**config.mk**
```make
export PLATFORM = sky130hd
export DESIGN_NAME = writeback_unit_flat
export DESIGN_NICKNAME = d
export VERILOG_FILES = /design/src/rtl/core_pkg.sv /design/src/rtl/writeback_unit_if.sv /design/src/rtl/load_align.sv /design/src/rtl/writeback_unit.sv /design/src/flat_wrapper.sv
export SDC_FILE = /design/constraint.sdc
export NUM_CORES = 1
export LEC_CHECK = 0
export CAP_MARGIN = 20
export CORE_AREA = 2 2 456 458
export DETAILED_ROUTE_END_ITERATION = 8
export DIE_AREA = 0 0 458 460
export PLACE_DENSITY = 0.3
export REMOVE_ABC_BUFFERS = 1
export SYNTH_ARGS = -nofsm -noshare
export SYNTH_HDL_FRONTEND = slang
export SYNTH_SLANG_ARGS = --single-unit
```
**constraint.sdc**
```tcl
create_clock -name clk -period 2.1 [get_ports clk]
set_input_delay 0.42 -clock clk [delete_from_list [all_inputs] [get_ports clk]]
set_output_delay 0.42 -clock clk [all_outputs]
set_load 0.01 [all_outputs]
```
**src/rtl/core_pkg.sv**
```systemverilog
// Shared core constants and types for the writeback stage.
package core_pkg;

  localparam int unsigned NUM_REGS  = 32;
  localparam int unsigned WORD_SIZE = 32;
  localparam int unsigned RD_W      = $clog2(NUM_REGS);

  // Load funct3 encodings
  typedef enum logic [2:0] {
    LB  = 3'b000,
    LH  = 3'b001,
    LW  = 3'b010,
    LBU = 3'b100,
    LHU = 3'b101
  } ld_funct3_e;

  // Which channel received the most recent grant
  typedef enum logic {
    GrantAlu = 1'b0,
    GrantLd  = 1'b1
  } grant_e;

endpackage

```
**src/rtl/writeback_unit_if.sv**
```systemverilog
// Result channels, issue port and register-file write bus of the writeback stage.
interface writeback_unit_if
  import core_pkg::*;
();

  logic                 alu_valid;
  logic                 alu_ready;
  logic [RD_W-1:0]      alu_rd;
  logic [WORD_SIZE-1:0] alu_data;

  logic                 ld_valid;
  logic                 ld_ready;
  logic [RD_W-1:0]      ld_rd;
  logic [2:0]           ld_funct3;
  logic [1:0]           ld_offset;
  logic [WORD_SIZE-1:0] ld_word;

  logic                 iss_valid;
  logic [RD_W-1:0]      iss_rd;

  logic [NUM_REGS-1:0]  busy;
  logic                 wenableL [NUM_REGS];
  logic [WORD_SIZE-1:0] data_w   [NUM_REGS];

  // Producers / issue logic / register file side
  modport master (
    output alu_valid, alu_rd, alu_data,
    output ld_valid, ld_rd, ld_funct3, ld_offset, ld_word,
    output iss_valid, iss_rd,
    input  alu_ready, ld_ready, busy, wenableL, data_w
  );

  // Writeback stage side
  modport slave (
    input  alu_valid, alu_rd, alu_data,
    input  ld_valid, ld_rd, ld_funct3, ld_offset, ld_word,
    input  iss_valid, iss_rd,
    output alu_ready, ld_ready, busy, wenableL, data_w
  );

endinterface

```
**src/rtl/load_align.sv**
```systemverilog
// Combinational load formatter: selects byte/half/word and extends to WORD_SIZE.
module load_align
  import core_pkg::*;
(
  input  logic [2:0]           i_funct3,
  input  logic [1:0]           i_offset,
  input  logic [WORD_SIZE-1:0] i_word,
  output logic [WORD_SIZE-1:0] o_result
);

  logic [7:0]  w_byte;
  logic [15:0] w_half;

  // Lane selection from the little-endian word
  always_comb begin
    w_byte = i_word[7:0];
    case (i_offset)
      2'd0:    w_byte = i_word[7:0];
      2'd1:    w_byte = i_word[15:8];
      2'd2:    w_byte = i_word[23:16];
      default: w_byte = i_word[31:24];
    endcase
    w_half = i_offset[1] ? i_word[31:16] : i_word[15:0];
  end

  // Extension by load type; unknown types write zero
  always_comb begin
    o_result = '0;
    case (i_funct3)
      LB:      o_result = {{(WORD_SIZE - 8){w_byte[7]}}, w_byte};
      LH:      o_result = {{(WORD_SIZE - 16){w_half[15]}}, w_half};
      LW:      o_result = i_word;
      LBU:     o_result = {{(WORD_SIZE - 8){1'b0}}, w_byte};
      LHU:     o_result = {{(WORD_SIZE - 16){1'b0}}, w_half};
      default: o_result = '0;
    endcase
  end

endmodule

```
**src/rtl/writeback_unit.sv**
```systemverilog
// Writeback stage: ALU/load arbitration, registered register-file write port, pending-write
// scoreboard.
module writeback_unit
  import core_pkg::*;
(
  input  logic             clk,
  input  logic             rstL,
  writeback_unit_if.slave  wb
);

  grant_e               r_last_grant;
  logic                 r_wen [NUM_REGS];
  logic [WORD_SIZE-1:0] r_data;
  logic [NUM_REGS-1:0]  r_busy;

  logic                 w_alu_grant;
  logic                 w_ld_grant;
  logic [RD_W-1:0]      w_rd;
  logic [WORD_SIZE-1:0] w_ld_result;
  logic [WORD_SIZE-1:0] w_result;
  logic                 w_write;
  logic [NUM_REGS-1:0]  w_busy_d;

  load_align u_load_align (
    .i_funct3 (wb.ld_funct3),
    .i_offset (wb.ld_offset),
    .i_word   (wb.ld_word),
    .o_result (w_ld_result)
  );

  // Round-robin arbitration; a tie goes to the channel not granted last
  always_comb begin
    w_alu_grant = rstL & wb.alu_valid & (~wb.ld_valid | (r_last_grant == GrantLd));
    w_ld_grant  = rstL & wb.ld_valid & (~wb.alu_valid | (r_last_grant == GrantAlu));
    w_rd        = w_ld_grant ? wb.ld_rd : wb.alu_rd;
    w_result    = w_ld_grant ? w_ld_result : wb.alu_data;
    w_write     = (w_alu_grant | w_ld_grant) & (w_rd != '0);
  end

  assign wb.alu_ready = w_alu_grant;
  assign wb.ld_ready  = w_ld_grant;

  // Remember the last granted channel; only real grants move it
  always_ff @(posedge clk or negedge rstL) begin
    if (!rstL) begin
      r_last_grant <= GrantAlu;
    end else if (w_ld_grant) begin
      r_last_grant <= GrantLd;
    end else if (w_alu_grant) begin
      r_last_grant <= GrantAlu;
    end
  end

  // Registered write port: one-cycle strobe per accepted write, data held when idle
  always_ff @(posedge clk or negedge rstL) begin
    if (!rstL) begin
      for (int unsigned i = 0; i < NUM_REGS; i++) r_wen[i] <= 1'b1;
      r_data <= '0;
    end else begin
      for (int unsigned i = 0; i < NUM_REGS; i++) r_wen[i] <= 1'b1;
      if (w_write) begin
        r_wen[w_rd] <= 1'b0;
        r_data      <= w_result;
      end
    end
  end

  // Scoreboard next state: clear on the landing write, then set from issue so set wins
  always_comb begin
    w_busy_d = r_busy;
    for (int unsigned i = 0; i < NUM_REGS; i++) begin
      if (!r_wen[i]) w_busy_d[i] = 1'b0;
    end
    if (wb.iss_valid && (wb.iss_rd != '0)) w_busy_d[wb.iss_rd] = 1'b1;
    w_busy_d[0] = 1'b0;
  end

  // Scoreboard register
  always_ff @(posedge clk or negedge rstL) begin
    if (!rstL) begin
      r_busy <= '0;
    end else begin
      r_busy <= w_busy_d;
    end
  end

  assign wb.busy     = r_busy;
  assign wb.wenableL = r_wen;

  for (genvar g = 0; g < NUM_REGS; g++) begin : g_data_w
    assign wb.data_w[g] = r_data;
  end

endmodule

```
**src/flat_wrapper.sv**
```systemverilog
// flat-port wrapper written by rule: the top's interface ports become plain ports
module writeback_unit_flat import core_pkg::*;
  (clk, rstL, wb_alu_valid, wb_alu_rd, wb_alu_data, wb_ld_valid, wb_ld_rd, wb_ld_funct3, wb_ld_offset, wb_ld_word, wb_iss_valid, wb_iss_rd, wb_alu_ready, wb_ld_ready, wb_busy, wb_wenableL, wb_data_w);
  writeback_unit_if wb_i ();
  input  logic clk;
  input  logic rstL;
  input wire logic [$bits(wb_i.alu_valid)-1:0] wb_alu_valid;
  input wire logic [$bits(wb_i.alu_rd)-1:0] wb_alu_rd;
  input wire logic [$bits(wb_i.alu_data)-1:0] wb_alu_data;
  input wire logic [$bits(wb_i.ld_valid)-1:0] wb_ld_valid;
  input wire logic [$bits(wb_i.ld_rd)-1:0] wb_ld_rd;
  input wire logic [$bits(wb_i.ld_funct3)-1:0] wb_ld_funct3;
  input wire logic [$bits(wb_i.ld_offset)-1:0] wb_ld_offset;
  input wire logic [$bits(wb_i.ld_word)-1:0] wb_ld_word;
  input wire logic [$bits(wb_i.iss_valid)-1:0] wb_iss_valid;
  input wire logic [$bits(wb_i.iss_rd)-1:0] wb_iss_rd;
  output wire logic [$bits(wb_i.alu_ready)-1:0] wb_alu_ready;
  output wire logic [$bits(wb_i.ld_ready)-1:0] wb_ld_ready;
  output wire logic [$bits(wb_i.busy)-1:0] wb_busy;
  output wire logic [$bits(wb_i.wenableL)-1:0] wb_wenableL;
  output wire logic [$bits(wb_i.data_w)-1:0] wb_data_w;
  assign wb_i.alu_valid = wb_alu_valid;
  assign wb_i.alu_rd = wb_alu_rd;
  assign wb_i.alu_data = wb_alu_data;
  assign wb_i.ld_valid = wb_ld_valid;
  assign wb_i.ld_rd = wb_ld_rd;
  assign wb_i.ld_funct3 = wb_ld_funct3;
  assign wb_i.ld_offset = wb_ld_offset;
  assign wb_i.ld_word = wb_ld_word;
  assign wb_i.iss_valid = wb_iss_valid;
  assign wb_i.iss_rd = wb_iss_rd;
  assign wb_alu_ready = wb_i.alu_ready;
  assign wb_ld_ready = wb_i.ld_ready;
  assign wb_busy = wb_i.busy;
  assign wb_wenableL = {>>{wb_i.wenableL}};
  assign wb_data_w = {>>{wb_i.data_w}};
  writeback_unit u_core (.clk(clk), .rstL(rstL), .wb(wb_i));
endmodule
```
== After elaboration in Yosys (flattened, before gate mapping) ==
Cells that the tools add are included.
Cells by class
  order comparisons: 4
  bitwise gates (word level): 14
  reduce and logical (&&, ||, !) cells: 8
  eq/ne operators: 6
  mux-type cells: 44
Operators with widths (count)
  $pmux W32 S5: 1
  $mux W32: 3
  $mux W1: 35
  $not A32 Y32: 1
  $or A32 B32 Y32: 1
  $pmux W8 S3: 1
  $mux W16: 1
  $demux W1 S5: 2
  $reduce_bool A5 Y1: 2
  $eq A3 B3 Y1 const B: 2
  $ge A6 B6 Y1 const B: 1
  $lt A5 B6 Y1 const B: 1
  $lt A6 B1 Y1 const B: 1
  $not A5 Y6: 1
  $and A1 B1 Y1: 5
  $ge A5 B1 Y1 const B: 1
  $mux W5: 1
  $eq A3 B1 Y1 const B: 1
  $eq A3 B2 Y1 const B: 1
  $logic_and A1 B1 Y1: 3
  $logic_not A3 Y1: 1
  $not A1 Y1: 3
  $or A1 B1 Y1: 3
  $eq A2 B1 Y1 const B: 1
  3 further kinds: 3
Word-level totals
  input bits: 89
  logic and storage cells: 111
  register bits after elaboration: 96
  output and inout port bits: 1090

== Logic depth before layout (Yosys ltp) ==
Gate-level depths: netlist of run 1.
  word-level depth: 11
  mapped depth: 7
  gate-level depth less buffers: 5

== By module ==
A second synthesis of run 1 with hierarchy kept.
Second synthesis, totals
  cells, all modules: 1432
  area, all modules: 12559.5 um2
Modules (own cells, without submodules)
  writeback_unit: cells each 1299, seq. area each 2442.3 um2, times used 1, area each 11514.8 um2
  load_align: cells each 133, seq. area each 0.0 um2, times used 1, area each 1044.8 um2

== Worst setup path before layout of run 1 ==
No wires, ideal clock.
  kind: in2out
  start point: in wb_alu_valid
  end point: out wb_alu_ready
  buffers on the path: 2
  arrival time: 1.388 ns
  required time: 1.680 ns
  setup slack: 0.292 ns
  stages on the path: 6
  cells stage by stage: buf_2 -> a21boi_4 -> nand2_4 -> clkinv_1 -> buf_2 -> nor2_1
On the way
  cells in the longest elaborated chain, start to end: 2
Ends and longest elaborated chain
  from (decl): line flat_wrapper.sv:7  | input wire logic [$bits(wb_i.alu_valid)-1:0] wb_alu_valid;
  $and A1 B1 Y1 (2 in a row): line writeback_unit.sv:33  | w_alu_grant = rstL & wb.alu_valid & (~wb.ld_valid | (r_last_grant == GrantLd));
  to (decl): line flat_wrapper.sv:17  | output wire logic [$bits(wb_i.alu_ready)-1:0] wb_alu_ready;
No other way between the ends.

== Final worst setup path of run 1 ==
  start point: reg u_core.r_data[0]
  end point: out wb_data_w[864]
RTL lines
  from (decl): line writeback_unit.sv:13  | logic [WORD_SIZE-1:0] r_data;
  from (signal assigned): line writeback_unit.sv:63  | r_data <= w_result;
  to (decl): line flat_wrapper.sv:21  | output wire logic [$bits(wb_i.data_w)-1:0] wb_data_w;
No word-level cell between the ends.

==> results.json, run 1 <==
{
  "initial_utilization_pct": 6.08,
  "startpoint": "u_core.r_data[0]",
  "drt_wl_total_um": 91500,
  "area_growth_pct": 81.7,
  "fin_skew_ps": 16.3,
  "layout_commonest_cell": "clkdlybuf4s50_1",
  "numCtsBuffers": 9,
  "grt_pass1_wl_um": 108000,
  "dpl.hpwl_um": 72800,
  "num-fill-cells": 23700,
  "powerDensity_mw_per_mm2": 794,
  "r2r-end": "u_core.wb.wenableL[19]",
  "worstSetupPathType": "reg2out",
  "dpl_worst_slack_ps": -395,
  "r2r_start": "u_core.r_last_grant",
  "clk_pin_slew_ps": 90,
  "reg2reg_slack_ps": 110,
  "grt_pass1_vias": 10200,
  "async_reset_ff_share_pct": 100,
  "final-setup-viol-count": 0,
  "synthTopCellsByArea": "buf_4 60%, dfrtp_1 13%, dfstp_2 6.7%, a22o_1 2.2%, nand2_1 1.9%",
  "synth_area_mm2": 0.0125,
  "arrival_ps": 1650,
  "fp.dieW_um": 458,
  "clockBufferDepth": 2,
  "cts.htree.levels": 3,
  "p_total_mw": 18.1,
  "vias_per_cell": 2.27,
  "drt_iter0_markers": 329,
  "r2r_cells": 8,
  "post-route-period-util_pct": 98.4,
  "dieArea_mm2": 0.211,
  "status": "finished, final reports clean",
  "multiInputGateArea_mm2": 0.00242,
  "fin_hold_ws_ps": 146,
  "slew_violations": 0,
  "wl_per_cell_um": 20.2,
  "ys_warn_count": 0,
  "layout.nets": 1894,
  "ios": 1179,
  "worstMarginPinSlew_ps": 587,
  "synth_seq_cells": 96,
  "drv_cap": 0,
  "required_ps": 1680,
  "cts_root_buf": "clkbuf_16",
  "drt-pass1-iter-count": 4,
  "final_cell_mix": "810 x clkdlybuf4s50_1, 215 x dlygate4sd2_1, 131 x dlymetal6s2s_1",
  "cellLeakagePower_nw": 9.44,
  "place_congestion": 0.670,
  "core_area_mm2": 0.206,
  "grt_max_degree": 42,
  "layout-drive-gt1-share_pct": 17.0,
  "grt_antenna_before_repair": 70,
  "stdcell_count": 4528,
  "synth_seq_area_share_pct": 19.5,
  "track_usage_pct": 7.83,
  "vias": 10300,
  "post-route-util_pct": 11.0,
  "regArea_mm2": 0.00247,
  "dp.cells": 4459,
  "final.min_clock_period_ps": 2070,
  "drc_errors": 0,
  "crit_end": "wb_data_w[864]",
  "worst_setup_path_start_kind": "flop",
  "rsz0062_at_grt": "yes",
  "hold_viol": 0,
  "critPathCaptureType": "output pin",
  "yosysTopAreaCellShare_pct": 59.8,
  "hold_class": "in2async",
  "cts_tree": "built",
  "rows": 167,
  "cp_max_fo": 16,
  "max-slew-margin-rel_pct": 60.9,
  "worstSkewPairLatency_ps": 400,
  "syn_avg_cell_area_um2": 8.59,
  "syn_inst": 1457,
  "synth_edf_count": 0,
  "layout_setup_ws_ps": 34.1,
  "numPortBuffers": 1177,
  "ant_nets": 0,
  "ir_worst_vdd_uv": 355,
  "synth_top_cell_by_area": "buf_4",
  "grt_overflow": 0,
  "yosysUniqueCellTypes": 61,
  "clock_sink_count": 96,
  "die_y_um": 460,
  "ys.flop_type": "dfrtp_1",
  "max_freq_mhz": 484
}
==> how the worst min path moves through the flow <==
stage               from                   to  slack, ps  depth (start not counted)
CTS                 rstL    u_core.r_data[10]        150                          2
global route        rstL    u_core.r_data[10]        160                          2
finish              rstL    u_core.r_data[10]        150                          2
global placement    rstL  u_core.r_last_grant        290                          1
floorplan           rstL     u_core.r_data[0]        120                          0
detailed placement  rstL  u_core.r_last_grant        280                          1
==> metrics by stage <==
stage / instance area [um2] / TNS [ps]
after floorplan: 4870 / -556860
after global placement: 21800 / -21460
after detailed placement: 21800 / -20770
after CTS: 22100 / -1450
after global routing: 22700 / -138
final: 22800 / 0
==> critical path, stage by stage (launching register included) <==
cell,delay [ps]
dfrtp_2,470
clkbuf_16,230
clkdlybuf4s50_1,550
==> synthesized netlist by cell type (all sizes together), types with 5 or more instances <==
library cell,count
o21a,8
nand2,63
nand3b,6
nand3,28
a21oi,14
a22oi,14
o32a,7
a22o,31
mux2,14
a32o,5
buf,1020
nor3b,5
clkbuf,5
dfstp,32
mux4,6
dfrtp,64
o21ai,25
nand4,19
mux2i,10
o22ai,19
a31oi,6
==> power breakdown <==
group / internal (mW) / switching, mW
combinational: 7.32 / 6.46
sequential: 2.17 / 0.314
clock: 0.826 / 0.983
total: 10.3 / 7.76
==> registers in the layout, summed over array words and instances (netlist names) <==
register / count
u_core.r_data: 32
u_core.r_last_grant: 1
u_core.wb.busy: 31
u_core.wb.wenableL: 32
==> area by class of cell <==
class                      instances  share of cell area, %
antenna                           14                  0.154
clock buffer                      10                   1.01
clock inverter                     6                  0.231
inverter                           4                 0.0880
multi-input combinational        332                   10.7
sequential                        96                   10.8
tap                             2704                   14.9
timing repair buffer            1362                   62.1
==> timing repair <==
action,CTS,global route
resized for setup,262,135
buffers inserted,9,20
endpoints found under the setup margin,432,186
hold buffers,1,0
endpoints found under the hold margin,1,0
pin swaps,2,2
cloned,5,4
==> logic make-up after synthesis <==
group / Yosys count / share of synthesized area (%)
buffers and inverters: 1029 / 61.3
AOI/OAI and AO/OA: 154 / 9.57
and+or+nand+nor: 146 / 6.47
DFF: 96 / 19.5
muxes: 30 / 3.14
other: 2 / 0.0600
==> layer usage <==
metal  vias up  part of all wire, %  wire length [um]  track usage [%]
met4        22                  1.9              1720             1.79
met5         -                 0.37               340            0.666
met2       710                   53             48200             14.6
li1       4502                    -                 -                -
met3       124                  5.4              4920             1.79
met1      4922                   40             36400             8.88
Power figures use the tool's default switching activity.
==> run 2: changes to the inputs <==
--- a/config.mk
+++ b/config.mk
@@ -7,6 +7,7 @@
 export LEC_CHECK = 0
 export CAP_MARGIN = 20
 export CORE_AREA = 2 2 456 458
+export CTS_CLUSTER_DIAMETER = 150
 export DETAILED_ROUTE_END_ITERATION = 8
 export DIE_AREA = 0 0 458 460
 export PLACE_DENSITY = 0.3
==> results of run 2 <==
Final layout, timing and power as in run 1 (identical DEF).
